### src/rtl/match_list_streamer.sv
// Snapshots the assignment-search results on a rising edge of In_Valid and
// streams a header beat followed by one beat per stored assignment over valid/ready.
module match_list_streamer #(
   parameter int N_ENTRY  = 10,
   parameter int N_WORKER = 8,
   parameter int FIELD_W  = 3
) (
   input  logic                                  CLK,
   input  logic                                  RST_n,
   input  logic                                  In_Valid,
   input  logic [3:0]                            MatchCount,
   input  logic [9:0]                            MinCost,
   input  logic [N_ENTRY*N_WORKER*FIELD_W-1:0]   Match_list,
   output logic                                  Out_valid,
   input  logic                                  Out_ready,
   output logic                                  Out_hdr,
   output logic                                  Out_last,
   output logic [3:0]                            Out_index,
   output logic [N_WORKER*FIELD_W-1:0]           Out_data,
   output logic                                  Out_perm_err,
   output logic                                  Busy,
   output logic                                  Done
);

   localparam int ENTRY_W = N_WORKER * FIELD_W;
   localparam int LIST_W  = N_ENTRY * ENTRY_W;
   localparam logic [3:0] MAX_CNT = 4'(N_ENTRY);

   typedef enum logic [1:0] {IDLE, HDR, ENT, FIN} state_t;

   state_t              state, state_nxt;
   logic                in_valid_d;
   logic                start;
   logic                capture;
   logic [3:0]          cnt_q;
   logic [3:0]          idx_q, idx_nxt;
   logic [9:0]          cost_q;
   logic [LIST_W-1:0]   list_q;
   logic [ENTRY_W-1:0]  cur_entry;
   logic                dup;
   logic                last_ent;

   assign start    = In_Valid & ~in_valid_d;
   assign last_ent = (idx_q == cnt_q - 4'd1);

   always_ff @(posedge CLK or negedge RST_n) begin
      if (!RST_n) begin
         state      <= IDLE;
         in_valid_d <= 1'b0;
         idx_q      <= '0;
         cnt_q      <= '0;
         cost_q     <= '0;
         list_q     <= '0;
      end else begin
         state      <= state_nxt;
         in_valid_d <= In_Valid;
         idx_q      <= idx_nxt;
         if (capture) begin
            cnt_q  <= (MatchCount > MAX_CNT) ? MAX_CNT : MatchCount;
            cost_q <= MinCost;
            list_q <= Match_list;
         end
      end
   end

   // Integrity flag: any two job fields of the selected snapshot entry collide.
   always_comb begin
      cur_entry = '0;
      for (int e = 0; e < N_ENTRY; e++) begin
         if (idx_q == 4'(e)) cur_entry = list_q[e*ENTRY_W +: ENTRY_W];
      end
      dup = 1'b0;
      for (int i = 0; i < N_WORKER; i++) begin
         for (int j = i + 1; j < N_WORKER; j++) begin
            if (cur_entry[i*FIELD_W +: FIELD_W] == cur_entry[j*FIELD_W +: FIELD_W]) dup = 1'b1;
         end
      end
   end

   always_comb begin
      state_nxt    = state;
      idx_nxt      = idx_q;
      capture      = 1'b0;
      Out_valid    = 1'b0;
      Out_hdr      = 1'b0;
      Out_last     = 1'b0;
      Out_index    = '0;
      Out_data     = '0;
      Out_perm_err = 1'b0;
      Busy         = 1'b0;
      Done         = 1'b0;
      case (state)
         IDLE: begin
            if (start) begin
               capture   = 1'b1;
               state_nxt = HDR;
            end
         end
         HDR: begin
            Out_valid = 1'b1;
            Out_hdr   = 1'b1;
            Out_last  = (cnt_q == 4'd0);
            Out_data  = ENTRY_W'({cnt_q, cost_q});
            Busy      = 1'b1;
            if (Out_ready) begin
               if (cnt_q == 4'd0) begin
                  state_nxt = FIN;
               end else begin
                  state_nxt = ENT;
                  idx_nxt   = '0;
               end
            end
         end
         ENT: begin
            Out_valid    = 1'b1;
            Out_index    = idx_q;
            Out_data     = cur_entry;
            Out_perm_err = dup;
            Out_last     = last_ent;
            Busy         = 1'b1;
            if (Out_ready) begin
               if (last_ent) state_nxt = FIN;
               else          idx_nxt   = idx_q + 4'd1;
            end
         end
         FIN: begin
            Busy      = 1'b1;
            Done      = 1'b1;
            state_nxt = IDLE;
         end
         default: state_nxt = IDLE;
      endcase
   end

endmodule
### config.mk
export PLATFORM = sky130hd
export DESIGN_NAME = match_list_streamer
export DESIGN_NICKNAME = d
export VERILOG_FILES = /design/src/rtl/match_list_streamer.sv
export SDC_FILE = /design/constraint.sdc
export NUM_CORES = 1
export LEC_CHECK = 0
export CORE_MARGIN = 5
export CORE_UTILIZATION = 25
export CTS_BUF_LIST = sky130_fd_sc_hd__clkbuf_2
export CTS_CLUSTER_SIZE = 40
export DETAILED_ROUTE_END_ITERATION = 8
export DONT_BUFFER_PORTS = 1
export PLACE_DENSITY = 0.36
export SYNTH_ARGS = -nofsm -noshare
export SYNTH_HDL_FRONTEND = slang
export SYNTH_SLANG_ARGS = --single-unit
### constraint.sdc
create_clock -name CLK -period 4.6 [get_ports CLK]
set_clock_uncertainty 0.15 [all_clocks]
set_input_delay 0.92 -clock CLK [delete_from_list [all_inputs] [get_ports CLK]]
set_output_delay 0.92 -clock CLK [all_outputs]
set_load 0.005 [all_outputs]
* Word level (Yosys, flattened, before mapping) *
Cells that the tools add are included.
W data, S select, Z words.

word-level totals
  logic and storage cells = 126
  output and inout bits = 34
  register bits after elaboration = 261
  input port bits = 258

operators by class
  add/sub/neg operators = 2
  bitwise logic cells = 2
  muxes and demuxes = 60
  equal/unequal tests = 47
  magnitude comparators = 1
  reduce and logical (&&, ||, !) cells = 8

operators with widths
  operator               count
  $mux W24               10
  $eq A3 B3 Y1           28
  $pmux W24 S2           1
  $mux W1                36
  $mux W4                6
  $eq A4 B3 Y1 const B   4
  $ne A2 B2 Y1 const B   6
  $eq A4 B2 Y1 const B   2
  $eq A4 B4 Y1 const B   2
  $logic_not A4 Y1       2
  $mux W2                4
  $pmux W2 S4            1
  $pmux W4 S2            1
  $reduce_and A5 Y1      1
  $add A4 B1 Y4 const B  1
  $eq A2 B2 Y1 const B   2
  $eq A4 B1 Y1 const B   1
  $eq A4 B4 Y1           1
  $gt A4 B4 Y1 const B   1
  $reduce_and A4 Y1      1
  $sub A4 B1 Y4 const B  1
  $reduce_or A3 Y1       1
  $eq A2 B1 Y1 const B   1
  $logic_not A2 Y1       1
  5 further kinds        5

* Logic depth before layout (Yosys ltp) *
  depth after elaboration = 41
  depth in mapped cells = 16
  depth with buffers taken out = 12

* Least setup slack after synthesis *
No wires, ideal clock.

  path kind = register to output
  from = reg idx_q[1]
  to = out Out_perm_err
  path buffers = 2
  path slack = 0.313 ns
  data required time = 3.530 ns
  arrival = 3.217 ns
  cell stages (with the launch flop) = 15
  path through = dfrtp_1 -> inv_1 -> ha_1 -> buf_4 -> inv_1 -> clkbuf_1 -> o22ai_1 -> o211ai_1 -> nand2_1 -> a221oi_1 -> xnor2_1 -> nor3_1 -> nor4_1 -> nand3_1 -> o41a_1

on the way
  cells in the longest elaborated chain, start to end = 41
  elaborated cells on any way between the ends = 77
  those cells by class = 37 x eq/ne; 39 x mux; 1 x reduce/logical

RTL lines
  element                   RTL line  text
  start: declaration        36        logic [3:0] idx_q, idx_nxt;
  start signal: assignment  57        idx_q <= idx_nxt;
  $logic_not A4 Y1          70        if (idx_q == 4'(e)) cur_entry = list_q[e*ENTRY_W +: ENTRY_W];
  $mux W24 (9 in series)    70
  $mux W24 *                70
  $eq A3 B3 Y1              75        if (cur_entry[i*FIELD_W +: FIELD_W] == cur_entry[j*FIELD_W +: FIELD_W]) dup = 1'b1;
  $mux W1 (27 in series)    75
  $mux W1 *                 75
  $mux W1 *                 92        case (state)
  end: declaration          20        output logic Out_perm_err,

Every way passes the cells marked *; elsewhere a longest branch is shown, timed or not.

* Final worst setup path *
  from = reg idx_q[0]
  to = out Out_perm_err

The elaborated chain is that of the path after synthesis.

==> out/qor.log <==
qor: clocking.root_driver clkbuf_2
qor: yosys.yosysUniqueCellTypes 78
qor: placed_design.buffer_ports.inserted 0
qor: die.floorplan.die.height 245 um
qor: final_layout.layout.cells.non_filler 2424
qor: placed_design.place.detailed.hpwl 44.2 mm
qor: pwr.power.leakage 8.69 nW
qor: timing.max_freq 0.181 GHz
qor: critical_path.critPathSlowestCell dfrtp_1
qor: critical_path.crit_fanout 9
qor: route.antenna_left 0
qor: die.initial_core_utilization 25.2%
qor: timing.setup_repair_after_global_routing_missed_its_margin yes
qor: yosys.synthesis.instances 1185
qor: yosys.synth_enable_flop_cells 0
qor: timing.timing_max_transition_violations_final 0
qor: yosys.synth_async_sr_flop_share 100%
qor: clocking.cts_hold_buffers 257
qor: placed_design.routability_congestion 0.840
qor: pwr.vdd_drop_max 0.437 mV
qor: yosys.post_synth_net_total 1454
qor: die.core.rowCount 86
qor: clocking.clkTransAtPathRegs 0.11 ns
qor: yosys.synthTopCellsByCount 261 x dfrtp_1, 251 x mux2_2, 62 x nand2_1, 58 x a21oi_1, 52 x xnor2_1
qor: yosys.synth_top_area_share 47.3%
qor: global_route.grt_remaining_overflow 0
qor: die.die_area 60100 um^2
qor: critical_path.cp_data_arrival_time 4.46 ns
qor: critical_path.worst_path_most_repeated_cell buf_6
qor: global_route.antenna_found_initial 11
qor: final_layout.area.growth.synth_to_final 51.5%
qor: timing.maxSlewHeadroom 38.4%
qor: clocking.cts_tree yes
qor: yosys.syn_area_per_cell 11.7 um^2
qor: critical_path.critPathLaunchType register
qor: clocking.h-tree-depth 3
qor: yosys.synth.top_cells.by_area dfrtp_1 47%, mux2_2 20%, xnor2_1 3.3%
qor: critical_path.critical_path.endpoint_type output pin
qor: timing.postLayoutSetupSlackWorst -0.931 ns
qor: die.die_x 245 um
qor: yosys.yosys.area.top_type dfrtp_1
qor: route.route.detailed.drc 0
qor: timing.hold_violations 261
qor: final_layout.finish.utilization 38.1%
qor: critical_path.critical_path_class reg2out
qor: critical_path.critical_path.cell_chain buf_6 -> ha_4 -> buf_12 -> nand2b_4 -> buf_8 -> buf_6 -> o221a_4 -> o32ai_4 -> buf_6 -> o21ai_4 -> buf_12 -> buf_8 -> xnor2_1 -> nand3_1 -> a21oi_1 -> a2111oi_2 -> o2111ai_1 -> o41a_1
qor: clocking.cts.path.max_buffers 3
qor: placed_design.placed_cells_incl_taps 1981
qor: route.drtPass1Iterations 5
qor: die.core 54900 um^2
qor: route.initialDrtViolationCount 491
qor: yosys.synth-warning-count 0
qor: yosys.yosys.cell_count.top_type dfrtp_1
qor: route.post_drt_wl_per_cell 24.3 um
qor: critical_path.cp_slowest_stage_delay 0.43 ns
qor: run.drv_cap 0
qor: timing.max_slew.worst_pin.slew 0.924 ns
qor: route.via_per_inst 4.81
qor: global_route.grt_max_degree 262
qor: timing.setup_viol 5
qor: clocking.clk_latency 1.06 ns
qor: status.outcome complete, but fails checks
qor: final_layout.drive_gt1_share 44.3%
qor: yosys.ys_seq_area_share 47.3%
qor: global_route.grt_first_pass_wirelength 86.3 mm
qor: clocking.clock_sinks 261
qor: yosys.ys_seq_elements 261
qor: yosys.synth_top_flop_cell dfrtp_1
qor: global_route.global_route.usage.total 19.3%
qor: die.pin_count 292
qor: pwr.power_per_cell_area 901 nW/um^2
qor: clocking.cts_made_buffers 80
qor: route.totalWireLength 58.9 mm
qor: timing.fin_worst_hold_slack -0.586 ns
qor: route.routed-via-count 11700
qor: worst_hold_path.min-delay-path-class in2async
qor: pwr.design_power_total 0.0189 W
qor: global_route.grt_pass1_vias 12800
qor: yosys.post_synthesis_instance_area 13800 um^2
qor: status.failed_checks negative hold slack, negative setup slack
qor: timing.fin_crit_sh 120%
qor: timing.layout_min_cycle_time 5.53 ns
qor: final_layout.nets 1935
qor: critical_path.crit_required 3.53 ns
[cell families (layout without fill, tap and decap cells)]
family	after synthesis	count (layout)	share of synthesized area, %
mux	252	252	20.5
flops	261	261	47.3
xor+xnor	70	70	4.44
compound gates	277	277	15.0
other cells	0	8	0
simple gates	195	195	7.37
fa+ha+maj	11	11	0.996
buf+inv	119	646	4.40
[state kept, by name (all words and copies together), names as in the netlist]
register and cells:
list_q 240, cost_q 10, cnt_q 4, idx_q 4, state 2, in_valid_d 1
[area by class of cell]
| cell class | count | area, um^2 |
|---|---|---|
| timing repair buffer | 490 | 4900 |
| clock inverter | 25 | 196 |
| fill | 5508 | 34000 |
| multi-input combinational | 805 | 7770 |
| inverter | 28 | 110 |
| tap | 704 | 881 |
| sequential | 261 | 6530 |
| antenna | 8 | 20.0 |
| clock buffer | 103 | 515 |
[layout by cell type (no fill, tap or decap), types with 7 or more instances in the layout]
cell / count
a21oi_1: 41
a21oi_2: 14
a221oi_1: 7
a221oi_2: 11
a221oi_4: 7
a22o_1: 14
a22oi_1: 11
and2_1: 9
and2_4: 7
buf_12: 23
buf_4: 146
buf_6: 55
buf_8: 8
clkbuf_2: 103
clkinv_1: 15
dfrtp_1: 259
diode_2: 8
dlygate4sd3_1: 257
ha_1: 7
inv_1: 23
mux2_2: 251
nand2_1: 58
nand2b_1: 9
nand3_1: 17
nand3b_1: 11
nor2_1: 21
nor3_1: 9
o211ai_1: 8
o21ai_0: 24
o21ai_1: 8
o21ai_4: 7
o22ai_1: 11
o32ai_1: 7
o32ai_4: 7
xnor2_1: 50
xor2_1: 14
[path summary, 6_finish.rpt]
path	startpoint	endpoint	slack [ns]	depth (start not counted)
max in group asynchronous	RST_n	list_q[226]	4.21	0
min reg2reg	list_q[67]	list_q[67]	0.36	1
min in group CLK	Out_ready	state[1]	0.18	3
max	idx_q[0]	Out_perm_err	-0.93	18
max reg2reg	state[0]	list_q[117]	1.81	6
min	RST_n	list_q[91]	-0.59	0
[critical path: cells and delay by family (launching register included)]
kind,cells,cell delay [ns]
AO/OA/AOI/OAI,7,1.44
XOR/XNOR,1,0.13
adder cells (fa/ha/maj),1,0.18
buffers and inverters,7,0.98
flip-flops,1,0.43
AND/OR/NAND/NOR,2,0.27
[routing by layer]
layer	up-vias	share of wire, %	GRT usage [%]
li1	5388	-	-
met1	5890	44	24.7
met2	285	49	32.6
met3	94	4.8	5.01
met4	6	2.1	5.03
met5	-	0.070	0
[repair_timing]
action	4_1_cts	5_1_grt
pin swaps	71	48
resized for setup	212	66
cloned	1	0
setup buffers	39	19
endpoints found under the hold margin	520	261
endpoints found under the setup margin	25	25
[per-stage QoR]
stage / instance area (um^2) / setup slack (ns) / TNS [ns]
6_report: 20900 / -0.931 / -1.55
5_1_grt: 20900 / -1.18 / -4.29
4_1_cts: 20400 / -1.10 / -3.42
3_5_place_dp: 15800 / -0.538 / -0.538
3_3_place_gp: 15800 / -0.576 / -0.576
2_1_floorplan: 13800 / 0.313 / 0
[report_power, final]
group / internal (W) / leakage, nW / switching, W
Clock: 0.000786 / 0.523 / 0.00112
Combinational: 0.00664 / 5.04 / 0.00581
Sequential: 0.00345 / 3.12 / 0.00106
Note: power is estimated with default switching activity, not from simulation.
